<file path="src/rtl/pc_sequencer_if.sv">
// pc_sequencer_if
//   Bundles the sequencer's control inputs and fetch outputs so the
//   sequencer and its environment connect through one port.
//   master : drives en, stall, br_instr, br_target, branch_sel, prog_last;
//            observes pc, pc_valid, flush, wrap
//   slave  : the sequencer side (opposite directions)
//   en          run enable; 0 parks the sequencer in IDLE
//   stall       freeze PC and state (the branch decision is still captured)
//   br_instr    decode issued a branch this cycle
//   br_target   branch target, valid with br_instr
//   branch_sel  branch unit decision, valid one cycle after br_instr
//   prog_last   address of the last instruction of the program
//   pc          fetch address
//   pc_valid    pc is a live fetch this cycle
//   flush       discard in-flight wrong-path instructions
//   wrap        one-cycle pulse when pc wrapped from prog_last to the reset PC
interface pc_sequencer_if #(
    parameter int PC_WIDTH = 10
);
    logic                en;
    logic                stall;
    logic                br_instr;
    logic [PC_WIDTH-1:0] br_target;
    logic                branch_sel;
    logic [PC_WIDTH-1:0] prog_last;
    logic [PC_WIDTH-1:0] pc;
    logic                pc_valid;
    logic                flush;
    logic                wrap;

    modport master (
        output en, stall, br_instr, br_target, branch_sel, prog_last,
        input  pc, pc_valid, flush, wrap
    );

    modport slave (
        input  en, stall, br_instr, br_target, branch_sel, prog_last,
        output pc, pc_valid, flush, wrap
    );
endinterface

</file>
<file path="src/rtl/pc_sequencer.sv">
// pc_sequencer
//   Program-counter sequencer for the IPPro datapath. Issues sequential
//   fetch addresses, captures branch targets from decode, resolves them
//   with the branch unit decision one cycle later and redirects on a taken
//   branch while raising flush. Prediction is always not-taken.
// Ports
//   clk    clock, all state on the rising edge
//   rst_n  asynchronous active-low reset
//   bus    pc_sequencer_if slave modport (controls in, pc/pc_valid/flush/wrap out)
// Parameters
//   PC_WIDTH      width of pc and branch target
//   RESET_PC      pc after reset and on program wrap
//   FLUSH_CYCLES  cycles flush stays high after a taken branch (1..15)
module pc_sequencer #(
    parameter int                  PC_WIDTH     = 10,
    parameter logic [PC_WIDTH-1:0] RESET_PC     = '0,
    parameter int                  FLUSH_CYCLES = 2
) (
    input  logic             clk,
    input  logic             rst_n,
    pc_sequencer_if.slave    bus
);
    typedef enum logic [1:0] {
        IDLE,
        RUN,
        RESOLVE
    } state_t;

    localparam logic [3:0] FLUSH_LOAD = 4'(FLUSH_CYCLES);

    state_t              state, state_next;
    logic [PC_WIDTH-1:0] pc_q, pc_next;
    logic [PC_WIDTH-1:0] target_q, target_next;
    logic                pc_valid_q, pc_valid_next;
    logic                wrap_q, wrap_next;
    logic                dec_q, dec_next;
    logic                dec_pend, dec_pend_next;
    logic [3:0]          flush_cnt, flush_cnt_next;
    logic [PC_WIDTH-1:0] seq_pc;
    logic                seq_wrap;
    logic                flush;
    logic                decision;

    assign flush    = (flush_cnt != 4'd0);
    // A decision captured during a stall takes precedence over the live input.
    assign decision = dec_pend ? dec_q : bus.branch_sel;

    // Sequential successor of the current pc, wrapping at the program end.
    always_comb begin
        seq_pc   = pc_q + PC_WIDTH'(1);
        seq_wrap = 1'b0;
        if (pc_q == bus.prog_last) begin
            seq_pc   = RESET_PC;
            seq_wrap = 1'b1;
        end
    end

    // Next-state logic. Stall freezes everything except the first-cycle
    // capture of the branch decision and the flush countdown.
    always_comb begin
        state_next     = state;
        pc_next        = pc_q;
        target_next    = target_q;
        wrap_next      = 1'b0;
        dec_next       = dec_q;
        dec_pend_next  = dec_pend;
        flush_cnt_next = flush ? (flush_cnt - 4'd1) : 4'd0;

        case (state)
            IDLE: begin
                if (bus.en && !bus.stall) begin
                    state_next = RUN;
                end
            end
            RUN: begin
                if (!bus.stall) begin
                    pc_next   = seq_pc;
                    wrap_next = seq_wrap;
                    // Branches seen while flushing are wrong-path and dropped.
                    if (bus.br_instr && !flush) begin
                        target_next = bus.br_target;
                        state_next  = RESOLVE;
                    end else if (!bus.en) begin
                        state_next = IDLE;
                    end
                end
            end
            RESOLVE: begin
                if (bus.stall) begin
                    // The branch unit does not stall, so hold its answer.
                    if (!dec_pend) begin
                        dec_next      = bus.branch_sel;
                        dec_pend_next = 1'b1;
                    end
                end else begin
                    dec_pend_next = 1'b0;
                    if (decision) begin
                        pc_next        = target_q;
                        flush_cnt_next = FLUSH_LOAD;
                        state_next     = bus.en ? RUN : IDLE;
                    end else begin
                        pc_next   = seq_pc;
                        wrap_next = seq_wrap;
                        if (bus.br_instr && !flush) begin
                            target_next = bus.br_target;
                            state_next  = RESOLVE;
                        end else begin
                            state_next = bus.en ? RUN : IDLE;
                        end
                    end
                end
            end
            default: state_next = IDLE;
        endcase

        // pc_valid is aligned with the pc it qualifies.
        pc_valid_next = (state_next != IDLE) && !bus.stall;
    end

    // State and output registers.
    always_ff @(posedge clk or negedge rst_n) begin
        if (!rst_n) begin
            state      <= IDLE;
            pc_q       <= RESET_PC;
            target_q   <= '0;
            pc_valid_q <= 1'b0;
            wrap_q     <= 1'b0;
            dec_q      <= 1'b0;
            dec_pend   <= 1'b0;
            flush_cnt  <= 4'd0;
        end else begin
            state      <= state_next;
            pc_q       <= pc_next;
            target_q   <= target_next;
            pc_valid_q <= pc_valid_next;
            wrap_q     <= wrap_next;
            dec_q      <= dec_next;
            dec_pend   <= dec_pend_next;
            flush_cnt  <= flush_cnt_next;
        end
    end

    assign bus.pc       = pc_q;
    assign bus.pc_valid = pc_valid_q;
    assign bus.flush    = flush;
    assign bus.wrap     = wrap_q;
endmodule

</file>
<file path="src/flat_wrapper.sv">
// flat-port wrapper written by rule: the top's interface ports become plain ports
module pc_sequencer_flat 
#(
    parameter int                  PC_WIDTH     = 10,
    parameter logic [PC_WIDTH-1:0] RESET_PC     = '0,
    parameter int                  FLUSH_CYCLES = 2
)
  (clk, rst_n, bus_en, bus_stall, bus_br_instr, bus_br_target, bus_branch_sel, bus_prog_last, bus_pc, bus_pc_valid, bus_flush, bus_wrap);
  pc_sequencer_if #(.PC_WIDTH(PC_WIDTH)) bus_i ();
  input  logic clk;
  input  logic rst_n;
  input wire logic [$bits(bus_i.en)-1:0] bus_en;
  input wire logic [$bits(bus_i.stall)-1:0] bus_stall;
  input wire logic [$bits(bus_i.br_instr)-1:0] bus_br_instr;
  input wire logic [$bits(bus_i.br_target)-1:0] bus_br_target;
  input wire logic [$bits(bus_i.branch_sel)-1:0] bus_branch_sel;
  input wire logic [$bits(bus_i.prog_last)-1:0] bus_prog_last;
  output wire logic [$bits(bus_i.pc)-1:0] bus_pc;
  output wire logic [$bits(bus_i.pc_valid)-1:0] bus_pc_valid;
  output wire logic [$bits(bus_i.flush)-1:0] bus_flush;
  output wire logic [$bits(bus_i.wrap)-1:0] bus_wrap;
  assign bus_i.en = bus_en;
  assign bus_i.stall = bus_stall;
  assign bus_i.br_instr = bus_br_instr;
  assign bus_i.br_target = bus_br_target;
  assign bus_i.branch_sel = bus_branch_sel;
  assign bus_i.prog_last = bus_prog_last;
  assign bus_pc = bus_i.pc;
  assign bus_pc_valid = bus_i.pc_valid;
  assign bus_flush = bus_i.flush;
  assign bus_wrap = bus_i.wrap;
  pc_sequencer #(.PC_WIDTH(PC_WIDTH), .RESET_PC(RESET_PC), .FLUSH_CYCLES(FLUSH_CYCLES)) u_core (.clk(clk), .rst_n(rst_n), .bus(bus_i));
endmodule
</file>
<file path="config.mk">
export PLATFORM = sky130hd
export DESIGN_NAME = pc_sequencer_flat
export DESIGN_NICKNAME = d
export VERILOG_FILES = /design/src/rtl/pc_sequencer_if.sv /design/src/rtl/pc_sequencer.sv /design/src/flat_wrapper.sv
export SDC_FILE = /design/constraint.sdc
export NUM_CORES = 1
export LEC_CHECK = 0
export CORE_MARGIN = 1.5
export CORE_UTILIZATION = 30
export CTS_BUF_LIST = sky130_fd_sc_hd__clkbuf_4 sky130_fd_sc_hd__clkbuf_8 sky130_fd_sc_hd__clkbuf_16
export DETAILED_ROUTE_END_ITERATION = 10
export HOLD_SLACK_MARGIN = 0.05
export PLACE_DENSITY = 0.52
export SYNTH_ARGS = -nofsm -noshare
export SYNTH_HDL_FRONTEND = slang
export SYNTH_SLANG_ARGS = --single-unit
</file>
<file path="constraint.sdc">
create_clock -name clk -period 5.1 [get_ports clk]
set_input_delay 1.275 -clock clk [delete_from_list [all_inputs] [get_ports clk]]
set_output_delay 1.275 -clock clk [all_outputs]
set_load 0.02 [all_outputs]
</file>
* Yosys cells after proc, flatten, opt, wreduce, memory -nomap -nowiden
Index checks and enable logic that the tools add are counted.
Storage, ports and cells: flip-flop bits (word level) 30, bits in latches 0, memory bits (writable) 0, bits in read-only memories 0, input bits 26, output and inout bits 13, word-level logic and storage cells 58, memories 0
Operators by class: $add $sub $neg 2, multipliers 0, divide/modulo/power cells 0, order comparisons 0, eq/ne operators 6, shift-type cells 0, mux-type cells 30, bitwise gates (word level) 0, reduce and logical (&&, ||, !) cells 12
Operators with widths (number):
- 10-bit two-way mux | 8
- 10-bit case mux with 2 select lines | 2
- 4-bit two-way mux | 4
- 2-bit two-way mux | 7
- 10-bit by 1-bit adder with 10-bit output, second input constant | 1
- 10-bit equality test | 1
- 1-bit two-way mux | 7
- 2-bit inequality test, second input constant | 3
- 2-bit case mux with 3 select lines | 1
- 4-bit AND reduction | 1
- 2-bit nonzero test | 2
- 4-bit nonzero test | 1
- 4-bit by 1-bit subtractor with 4-bit output, second input constant | 1
- 1-bit logical AND | 3
- 3-bit AND reduction | 1
- 2-bit by 1-bit equality test with 1-bit output, second input constant | 1
- 2-bit equality test, second input constant | 1
- 1-bit logical NOT | 2
- 2-bit logical NOT | 1
- 1-bit case mux with 2 select lines | 1
- 2-bit AND reduction | 1

* Longest topological paths before layout
depth in word-level cells 9, mapped depth 9, mapped depth without buffers 7

* Least setup slack after synthesis
No wires, ideal clock.
path kind input -> register, start point input bus_stall, end point register u_core.target_q[0], library setup time 125 ps, arrival time 2588 ps, data required time 4975 ps, path slack 2387 ps, stages on the path 6, buffers on the path 3, cells stage by stage clkbuf_1 or2_1 buf_2 or3_1 buf_6 mux2_4
On the way: cells in the longest elaborated chain, start to end 2, elaborated cells on any way between the ends 3, classes of those cells 2 x eq/ne; 1 x reduce/logical
Ends and longest elaborated chain:
- start: declaration | line flat_wrapper.sv:13 | input wire logic [$bits(bus_i.stall)-1:0] bus_stall;
- 2-bit inequality test (no line)
- 4-bit AND reduction (no line) (*)
- end signal: assignment | line pc_sequencer.sv:134 | target_q <= target_next;
- end: declaration | line pc_sequencer.sv:33 | logic [PC_WIDTH-1:0] target_q, target_next;
Every way passes the cells marked *; elsewhere a longest branch is shown, timed or not. A chain may end at the register's enable or synchronous reset.

* Final worst setup path
start point input bus_stall, end point register u_core.target_q[9]
Same word-level chain as after synthesis.

==> out/metrics.cfg <==
[clock_tree]
clk_path_buf_depth = 2
cts_tree = built
insertion_delay_ps = 280
clk_pin_slew_ps = 70
cts_root_buf = clkbuf_8
cts_htree_levels = 2
clock_sinks = 30
cts_made_buffers = 5
cts_resized = 0
hold_buffers = 0
post-cts-setup-buffer-count = 0

[timing]
rsz0062_at_grt = false
finalMaxSlewViolations = 0
period_minus_slack_ps = 3290
finalCritPeriodShare = 0.646
hold_viol = 0
setup-tns-final_ps = 0
skew_ps = 6.86
max_slew_margin = 0.577
tightest_slew_ps = 635
max_freq_mhz = 304
setup_viol = 0

[logic_synthesis]
synthTopCellsByArea = dfrtp_1 44%, mux2_4 8.7%, xnor2_1 5.1%
synth-seq-area-share = 0.437
yosys.area.top_type = dfrtp_1
syn-num-nets = 206
synth_seq_cells = 30
ys.flop_type = dfrtp_1
yosysUniqueCellTypes = 42
netlist.area_leader.share = 0.437
synth_edf_count = 0
yosys_warnings = 0
synthCells = 175
syn_avg_cell_area_um2 = 9.82
synth-async-reset-ratio = 1.00
synth_area_um2 = 1720

[global_routing]
top_usage_layer = met2
overflow = 0
track_usage = 0.135
grtUsageMet3 = 0.0379
grt_max_degree = 31
grt_pass1_vias = 1266
grtUsageMet2 = 0.201
grt_use_met1 = 0.186
grt_pass1_wl_um = 6330
antenna_found_initial = 0

[critical_path]
crit_type = in -> reg
r2r_cells = 6
cp_top_family = simple AND/OR/NAND/NOR gates
path_max_fanout = 19
worst_setup_path_end_kind = flip-flop
rr_endpoint = u_core.target_q[9]
cp_num_buf_inv = 1
cp.required_ps = 5260
cp_cell_sequence = clkdlybuf4s50_1, or2_1, or3_1, mux2_4
slowest_delay_ps = 650
r2r_start = u_core.state[0]
worst_ep_arrival_time_ps = 3460
worst_path_max_delay_cell = clkdlybuf4s50_1
r2r_slack_ps = 2460
start_kind = input port

[worst_hold_path]
whs_endpoint = u_core.dec_q
hp-start = u_core.dec_q
hp-class = reg -> reg
hold_path_depth = 1

[job]
drv_cap = 0

[pwr]
p_per_area_nw_per_um2 = 503
p_total_w = 0.00114
p_int_w = 0.000725
combPwrFrac = 0.422
power_leakage_nw = 0.991
seqPwrFrac = 0.372
p_switching_w = 0.000415
peakVddDrop_v = 0.000259
swShare = 0.364
p_clk_frac = 0.206

[floorplanning]
die_area_um2 = 6190
initial_core_util = 0.312
die_y_um = 78.7
rows = 27
core_um2 = 5510
die_x_um = 78.7
io_pins = 39

[cells_and_area]
antenna_cells = 0
drive_above_1_share = 0.112
final_common_cell = clkdlybuf4s50_1
layout_common_cells = 38 x clkdlybuf4s50_1, 30 x dfrtp_1, 15 x nor2_1
fill_cells = 587
area_delta_synth_final_pct = 31.8
finalNetCount = 244

[placed_design]
dp_hpwl_um = 2800
gp_congestion = 0.742
portBuffers = 38

[status]
outcome = completed

[route]
first_pass_iters = 4
ant_nets = 0
wl_um = 3840
drc = 0
drt_iter0_drc = 72
via_count = 1372
vias_per_cell = 4.80
wl_per_cell_um = 13.4

==> power by group through the flow <==
stage	logic, W	clock network [W]	registers, W
after floorplan	0.000296	0	0.000442
after global placement	0.000478	0	0.000430
after detailed placement	0.000480	0	0.000429
after CTS	0.000484	0.000242	0.000425
after global routing	0.000527	0.000253	0.000438
final	0.000481	0.000235	0.000424
==> state kept, by name (all words and copies together) (netlist names) <==
name / cells
u_core.dec_pend: 1
u_core.bus.wrap: 1
u_core.dec_q: 1
u_core.bus.pc_valid: 1
u_core.bus.pc: 10
u_core.flush_cnt: 4
u_core.state: 2
u_core.target_q: 10
==> metrics by stage <==
stage	instance area [µm²]	setup slack, ps	hold slack [ps]	instances	utilization
detailed placement	2160	1490	497	278	0.392
finish	2270	1810	512	286	0.411
global route	2270	1690	535	286	0.411
floorplan	1720	2390	480	175	-
CTS	2270	1780	515	286	0.411
global placement	2160	1560	497	278	0.392
==> Yosys cell counts, types with 2 or more instances <==
cell type	count
a22oi_1	2
and3_1	2
mux2_4	10
xnor2_1	10
nand2b_1	2
nor2b_1	4
nand4_1	2
o22ai_1	4
dfrtp_1	30
clkbuf_1	5
o31ai_1	2
ha_1	5
o21ai_0	5
nand2_1	11
buf_2	2
a221oi_1	2
nand3_1	10
inv_1	12
nor4_1	2
a21oi_1	10
nor2_1	15
nor3_1	7
a32oi_1	2
==> metal layers <==
layer / up-vias / wire [µm]
li1: 692 / -
met1: 645 / 1960
met2: 29 / 1670
met3: 6 / 152
met4: 0 / 58
met5: - / 0
==> cell families after synthesis <==
family                   synth area share
adder cells (fa/ha/maj)            0.0364
multiplexers                       0.0997
flip-flops                          0.437
buffers and inverters              0.0539
XOR/XNOR                           0.0509
AND/OR/NAND/NOR                     0.179
AO/OA/AOI/OAI                       0.143
==> how the worst max path moves through the flow <==
stage / cells past startpoint / end / slack [ps] / start
after floorplan: 6 / u_core.target_q[0] / 2390 / bus_stall
after detailed placement: 4 / u_core.target_q[6] / 1490 / bus_stall
after CTS: 4 / u_core.target_q[5] / 1780 / bus_stall
after global routing: 4 / u_core.target_q[8] / 1690 / bus_stall
final: 4 / u_core.target_q[9] / 1810 / bus_stall
after global placement: 4 / u_core.target_q[7] / 1560 / bus_stall
==> cell type report <==
| class | count | area, µm² | share of cell area |
|---|---|---|---|
| clock buffer | 5 | 68.8 | 0.0304 |
| clock inverter | 3 | 40.0 | 0.0177 |
| inverter | 12 | 45.0 | 0.0199 |
| multi-input combinational | 124 | 876 | 0.387 |
| sequential | 30 | 751 | 0.331 |
| tap | 72 | 90.1 | 0.0398 |
| timing repair buffer | 40 | 395 | 0.174 |
==> worst reg2reg max path: stages (launching register included) <==
cell	delay [ps]
dfrtp_1	440
inv_1	120
ha_1	330
nor2_1	100
or2_1	450
or3_1	680
mux2_4	400
No activity file was read; power rests on OpenSTA's default activity.
